[config.mk]
export PLATFORM = sky130hd
export DESIGN_NAME = add_mop_csv_acc
export DESIGN_NICKNAME = d
export VERILOG_FILES = /design/src/rtl/add_mop_csv_acc.sv
export SDC_FILE = /design/constraint.sdc
export NUM_CORES = 1
export LEC_CHECK = 0
export CORE_UTILIZATION = 50
export DETAILED_ROUTE_END_ITERATION = 12
export PLACE_DENSITY = 0.82
export SLEW_MARGIN = 20
export SYNTH_ARGS = -nofsm -noshare
export SYNTH_HDL_FRONTEND = slang
export SYNTH_SLANG_ARGS = --single-unit
[constraint.sdc]
create_clock -name CLK -period 3.65 [get_ports CLK]
set_clock_uncertainty 0.1 [all_clocks]
set_input_delay 0.9125 -clock CLK [delete_from_list [all_inputs] [get_ports CLK]]
set_output_delay 0.9125 -clock CLK [all_outputs]
set_load 0.03 [all_outputs]
[src/rtl/add_mop_csv_acc.sv]
// Multi-operand carry-save accumulator with valid/ready result handshake.

package lau_pkg;
  typedef enum logic {SMALL, FAST} speed_t;
endpackage

module add_mop_csv_acc #(
  parameter int unsigned     width   = 8,
  parameter int unsigned     lanes   = 4,
  parameter int unsigned     owidth  = 16,
  parameter bit              sgn     = 1'b0,
  parameter bit              resolve = 1'b1,
  parameter int unsigned     cw      = 8,
  parameter lau_pkg::speed_t speed   = lau_pkg::FAST
) (
  input  logic                   CLK,
  input  logic                   RST,
  input  logic                   IV,
  output logic                   IR,
  input  logic                   ILAST,
  input  logic [lanes*width-1:0] A,
  output logic                   OV,
  input  logic                   OR,
  output logic [owidth-1:0]      S,
  output logic [owidth-1:0]      C,
  output logic [owidth-1:0]      Z,
  output logic [cw-1:0]          CNT
);

  localparam int unsigned nops = lanes + 2;

  typedef logic [owidth-1:0] vec_t;
  typedef enum logic [1:0] {IDLE, ACC, RES, HOLD} state_t;

  state_t state_q, state_n;
  logic   take;
  vec_t   ops [nops];
  vec_t   sum_n, car_n;

  // Lane extension to the accumulator width.
  function automatic vec_t ext(input logic [width-1:0] x);
    if (sgn) return owidth'($signed(x));
    else     return owidth'(x);
  endfunction

  // One 3:2 counter slice across the whole word; top carry is dropped.
  function automatic void csa(input vec_t a, input vec_t b, input vec_t d,
                              output vec_t so, output vec_t co);
    so = a ^ b ^ d;
    co = ((a & b) | (a & d) | (b & d)) << 1;
  endfunction

  // Compressor operands: extended lanes plus the running carry-save pair.
  always_comb begin
    for (int k = 0; k < int'(lanes); k++) ops[k] = ext(A[k*width +: width]);
    ops[lanes]   = (state_q == IDLE) ? '0 : S;
    ops[lanes+1] = (state_q == IDLE) ? '0 : C;
  end

  if (speed == lau_pkg::FAST) begin : g_tree
    // Wallace-style reduction: each level groups operands in threes.
    always_comb begin
      vec_t v [nops];
      vec_t t [nops];
      int   n;
      int   m;
      v = ops;
      n = int'(nops);
      for (int lvl = 0; lvl < int'(nops); lvl++) begin
        if (n > 2) begin
          m = 0;
          for (int i = 0; i < int'(nops); i++) t[i] = '0;
          for (int g = 0; g < int'(nops) / 3; g++) begin
            if (3*g + 2 < n) begin
              csa(v[3*g], v[3*g+1], v[3*g+2], t[m], t[m+1]);
              m = m + 2;
            end
          end
          for (int r = 0; r < int'(nops); r++) begin
            if (r >= 3*(n/3) && r < n) begin
              t[m] = v[r];
              m = m + 1;
            end
          end
          v = t;
          n = m;
        end
      end
      sum_n = v[0];
      car_n = v[1];
    end
  end else begin : g_chain
    // Linear carry-save chain: one 3:2 stage per remaining operand.
    always_comb begin
      vec_t ps;
      vec_t pc;
      vec_t ns;
      vec_t nc;
      ps = ops[0];
      pc = ops[1];
      for (int k = 2; k < int'(nops); k++) begin
        csa(ps, pc, ops[k], ns, nc);
        ps = ns;
        pc = nc;
      end
      sum_n = ps;
      car_n = pc;
    end
  end

  assign take = IV && IR;

  // State register.
  always_ff @(posedge CLK) begin
    if (RST) state_q <= IDLE;
    else     state_q <= state_n;
  end

  // Next-state logic.
  always_comb begin
    state_n = state_q;
    case (state_q)
      IDLE, ACC: begin
        if (take) begin
          if (ILAST) state_n = resolve ? RES : HOLD;
          else       state_n = ACC;
        end
      end
      RES:     state_n = HOLD;
      HOLD:    if (OR) state_n = IDLE;
      default: state_n = IDLE;
    endcase
  end

  // Handshake flags and accumulator/result registers.
  always_ff @(posedge CLK) begin
    if (RST) begin
      IR  <= 1'b1;
      OV  <= 1'b0;
      S   <= '0;
      C   <= '0;
      Z   <= '0;
      CNT <= '0;
    end else begin
      IR <= (state_n == IDLE) || (state_n == ACC);
      OV <= (state_n == HOLD);
      if (take) begin
        S <= sum_n;
        C <= car_n;
        if (CNT != '1) CNT <= CNT + cw'(1);
      end
      if (resolve && state_q == RES) Z <= S + C;
      if (state_q == HOLD && OR) begin
        S   <= '0;
        C   <= '0;
        Z   <= '0;
        CNT <= '0;
      end
    end
  end

endmodule

======== Word-level counts from Yosys, hierarchy flattened ========
Index checks and enable logic that the tools add are counted.
Widths: inputs -> output; s select.
cells by class
  add/sub/neg operators ................... 2
  equal/unequal tests ..................... 6
  mux-type cells .......................... 6
  bitwise gates (word level) .............. 28
  reduce and logical (&&, ||, !) cells .... 8
operators by type and width
  operator             count
  $or 15x15->15        5
  $and 15x15->15       4
  $xor 16x16->16       3
  $and 8x15->15        3
  $mux 16              2
  $and 8x8->8          3
  $add 16x16->16       1
  $or 8x8->8           2
  $xor 8x16->16        1
  $xor 8x8->8          2
  $xor 9x16->16        1
  $and 9x15->15        1
  $or 9x15->15         1
  $and 8x9->9          1
  $xor 8x9->9          1
  $add 8x1->8 const B  1
  $ne 8x8->1 const B   1
  $eq 2x2->1 const B   3
  $mux 2               3
  $pmux 2 s3           1
  $eq 2x1->1 const B   2
  $logic_not 2->1      2
  $reduce_or 2->1      2
  $logic_and 1x1->1    2
  other kinds (2)      2
word-level totals
  bits in registers ....................... 59
  input port bits ......................... 37
  output and inout port bits .............. 58
  logic and storage cells ................. 57

======== Longest topological paths before layout ========
  word-level depth ........................ 10
  mapped depth ............................ 11
  mapped depth without buffers ............ 9

======== Worst setup path after synthesis ========
No wires, ideal clock.
  path kind ............................... register -> register
  start point ............................. register state_q[1]
  end point ............................... register S[4]
  data arrival time ....................... 2957 ps
  data required time ...................... 3480 ps
  path slack .............................. 523 ps
  stages on the path, launching flop included .. 12
  path buffers ............................ 3
  cell sequence ........................... dfxtp_1 > clkbuf_1 > or2_2 > clkbuf_1 > clkbuf_1 > nand2_1 > fa_1 > inv_1 > fa_1 > fa_1 > nand2_1 > a21oi_1
between the ends
  word-level cells in the longest chain between the ends .. 9
ends and longest elaborated chain
  item                    line    text
  start, declared         35      state_t state_q, state_n;
  start signal, assigned  116     else state_q <= state_n;
  $logic_not 2->1 (*)     56, 57
  $mux 16                 56      ops[lanes] = (state_q == IDLE) ? '0 : S;
  $xor 8x16->16           49      so = a ^ b ^ d;
  $xor 16x16->16          49
  $and 8x15->15           50      co = ((a & b) | (a & d) | (b & d)) << 1;
  $or 9x15->15            50
  $or 15x15->15           50
  $xor 16x16->16          49
  $xor 16x16->16 (*)      49
  via sum_n[4]            38      vec_t sum_n, car_n;
  end signal, assigned    148     S <= sum_n;
  end, declared           24      output logic [owidth-1:0] S,
Mark *: on every way through the listed nets, which the timed path passes. The rest lies on a longest branch.
A chain may end at the register's enable or synchronous reset.

======== Final worst setup path ========
  start point ............................. register state_q[1]
  end point ............................... register S[5]
The elaborated chain is that of the path after synthesis.

==> run_results.csv <==
group,metric,value,unit
die,chipWidth,88.93,um
worst_setup_path,rr_startpoint,"state_q[1]",
yosys,yosys-top-cells-count,"nand2_1, dfxtp_1, a21oi_1",
cells_and_area,area_growth,32.32,%
timing,finalHoldViolations,0,
power_and_ir_drop,p_leak,2.134,nW
timing,min_period,3113,ps
yosys,yosys.area.top_type_share,0.3073,
die,pin_count,95,
yosys,synth-warning-count,0,
placement,portBuffers,92,
hold_path,holdCritStartpoint,"Z[7]",
outcome,status,"finished, final reports clean",
yosys,synthTopCellsByArea,"dfxtp_1, fa_1, ha_1",
power_and_ir_drop,powerDensity,409.1,nW/um2
global_routing,antenna_found_initial,0,
power_and_ir_drop,seqPwrFrac,0.354,
clocking,cts_max_path_buffers,2,
worst_setup_path,setup.worst_path.start_class,"flop",
yosys,syn_avg_cell_area,8.434,um2
global_routing,grt_pass1_wl,13660,um
clocking,cts_hold_buf,0,
clocking,cts_buffers,9,
clocking,cts_resized,0,
power_and_ir_drop,combPwrFrac,0.288,
worst_setup_path,critPathBufInv,1,
yosys,synth_seq_cells,58,
timing,finalSetupTns,0,ps
yosys,synth.cell_area,3779,um2
power_and_ir_drop,internal-power,0.001391,W
clocking,cts_tree,"built",
power_and_ir_drop,switchingPower,0.0006547,W
clocking,ctsHtreeMaxLevel,3,
die,die-area,7909,um2
routing,routedWlPerCell,12.83,um
worst_setup_path,end_kind,"flop",
yosys,synth_cells,448,
routing,drtPass1Iterations,4,
power_and_ir_drop,netSwitchingFraction,0.3201,
worst_setup_path,worstSetupPathType,"reg -> reg",
run,cap_violations,0,
clocking,insertion_delay,340,ps
yosys,synth.distinct_cells,42,
timing,setup_violations,0,
worst_setup_path,max_stage_delay,560,ps
routing,viasPerCell,5.206,
yosys,synth_area_leader_cell,"dfxtp_1",
hold_path,worstHoldPathType,"reg -> reg",
yosys,synth.most_common_cell,"nand2_1",
worst_setup_path,timing.critical_path.mode_cell,"fa_1",
global_routing,grt_use_total,0.2251,
clocking,post_cts_buffers,0,
yosys,yosysSeqAreaShare,0.3073,
timing,slew_headroom,0.4295,
routing,ant_nets,0,
yosys,synth_ff_type,"dfxtp_1",
worst_setup_path,cp_top_family,"adder cells",
cells_and_area,nNetsFinal,631,
timing,fin_crit_sh,0.8528,
routing,routed-via-count,3316,
timing,tightestPinTransition,854.0,ps
die,fp.dieH,88.93,um
worst_setup_path,required,3820,ps
timing,rsz0062_at_grt,"no",
timing,slew_viol_final,0,
yosys,synth_edf_count,0,
placement,hpwl,6287,um
power_and_ir_drop,power,0.002046,W
worst_setup_path,crit_slowest_cell,"fa_1",
power_and_ir_drop,peakVddDrop,0.0002282,V
yosys,synth-async-reset-ratio,0,
global_routing,grt_max_degree,31,
routing,dr.first_iter.drc_count,123,
timing,fmax,0.3213,GHz
cells_and_area,drive_above_1_share,0.05019,
power_and_ir_drop,clockPowerShare,0.358,
worst_setup_path,startpoint,"state_q[1]",
die,std_cell_rows,31,
clocking,path_clk_slew,70,ps
worst_setup_path,cp.arrival,3280,ps
clocking,clkSinkCount,58,
worst_setup_path,cp_max_fo,28,
worst_setup_path,worstPathCellList,"or2_2, nand2_1, fa_1, inv_1, fa_1, fa_1, nand2_1, a21oi_1",
global_routing,grt_overflow,0,
clocking,clockRootBuffer,"clkbuf_8",
placement,gp_congestion,0.9023,
cells_and_area,fill_cells,624,
global_routing,first_global_vias,3089,
routing,drc,0,
routing,routed_wl,8174,um
die,core,7292,um2
cells_and_area,antenna_cells,0,
die,start_util,0.5182,
-- cell families after synthesis --
logic type,Yosys count,share of synthesized area
simple gates,169,0.1974
compound gates,85,0.1298
fa+ha+maj,61,0.2636
flops,58,0.3073
buf+inv,57,0.06093
xor+xnor,15,0.03477
mux,2,0.005298
other cells,1,0.0009924
-- power by group through the flow --
| stage | registers [W] | logic, W | clock network (W) |
|---|---|---|---|
| global route | 0.000732 | 0.000661 | 0.000779 |
| floorplan | 0.000808 | 0.000321 | 0 |
| CTS | 0.000725 | 0.000595 | 0.000747 |
| detailed placement | 0.000739 | 0.000592 | 0 |
| global placement | 0.000738 | 0.000569 | 0 |
| finish | 0.000725 | 0.000589 | 0.000732 |
-- area by class of cell --
class | count | area [um2] | area share
clock buffer | 9 | 123.9 | 0.02477
timing repair buffer | 95 | 943.4 | 0.1887
clock inverter | 7 | 125.1 | 0.02503
inverter | 35 | 131.4 | 0.02628
multi-input combinational | 334 | 2391 | 0.4782
sequential | 58 | 1161 | 0.2322
tap | 99 | 123.9 | 0.02477
-- cell usage in the layout (no fill, tap or decap), drive strengths merged, types with 8 or more instances in the layout --
master,netlist,final
nand4,8,8
xor2,9,9
fa,31,31
a21oi,54,54
nand2,100,100
dfxtp,58,58
nor2,24,24
and2,17,17
clkdlybuf4s50,0,92
clkbuf,16,9
ha,30,30
o21ai,14,14
inv,35,36
-- state kept, by name (all words and copies together) (netlist names) --
signal,cells
C,14
CNT,8
IR,1
OV,1
S,16
Z,16
state_q,2
-- worst paths after layout --
kind | depth (start not counted) | slack (ps) | end
hold / removal | 2 | 360 | Z[7]
setup reg to reg | 8 | 540 | S[5]
setup / recovery | 8 | 540 | S[5]
hold reg to reg | 2 | 360 | Z[7]
-- per-layer routing --
layer / wire (um) / part of all wire / GRT usage
met1: 3384 / 0.41 / 0.2655
met2: 4283 / 0.52 / 0.4105
met3: 427 / 0.052 / 0.05263
met4: 80 / 0.0098 / 0.06349
met5: 0 / 0 / 0
-- metrics by stage --
step / area [um2] / setup slack (ps) / hold slack [ps] / cells / util
global placement: 4751 / 303.4 / 338.8 / 621 / 0.6515
global route: 5000 / 379.0 / 383.7 / 637 / 0.6857
detailed placement: 4751 / 243.4 / 351.4 / 621 / 0.6515
CTS: 5000 / 539.4 / 360.4 / 637 / 0.6857
floorplan: 3782 / 522.9 / 471.1 / 449 / -
finish: 5000 / 537.2 / 356.5 / 637 / 0.6857
-- tightest hold or removal path, delay by kind of cell (launching register included) --
family | cells | cell delay [ps]
AOI/OAI and AO/OA | 1 | 50
DFF | 1 | 310
and+or+nand+nor | 1 | 50
Note: power is estimated with default switching activity, not from simulation.
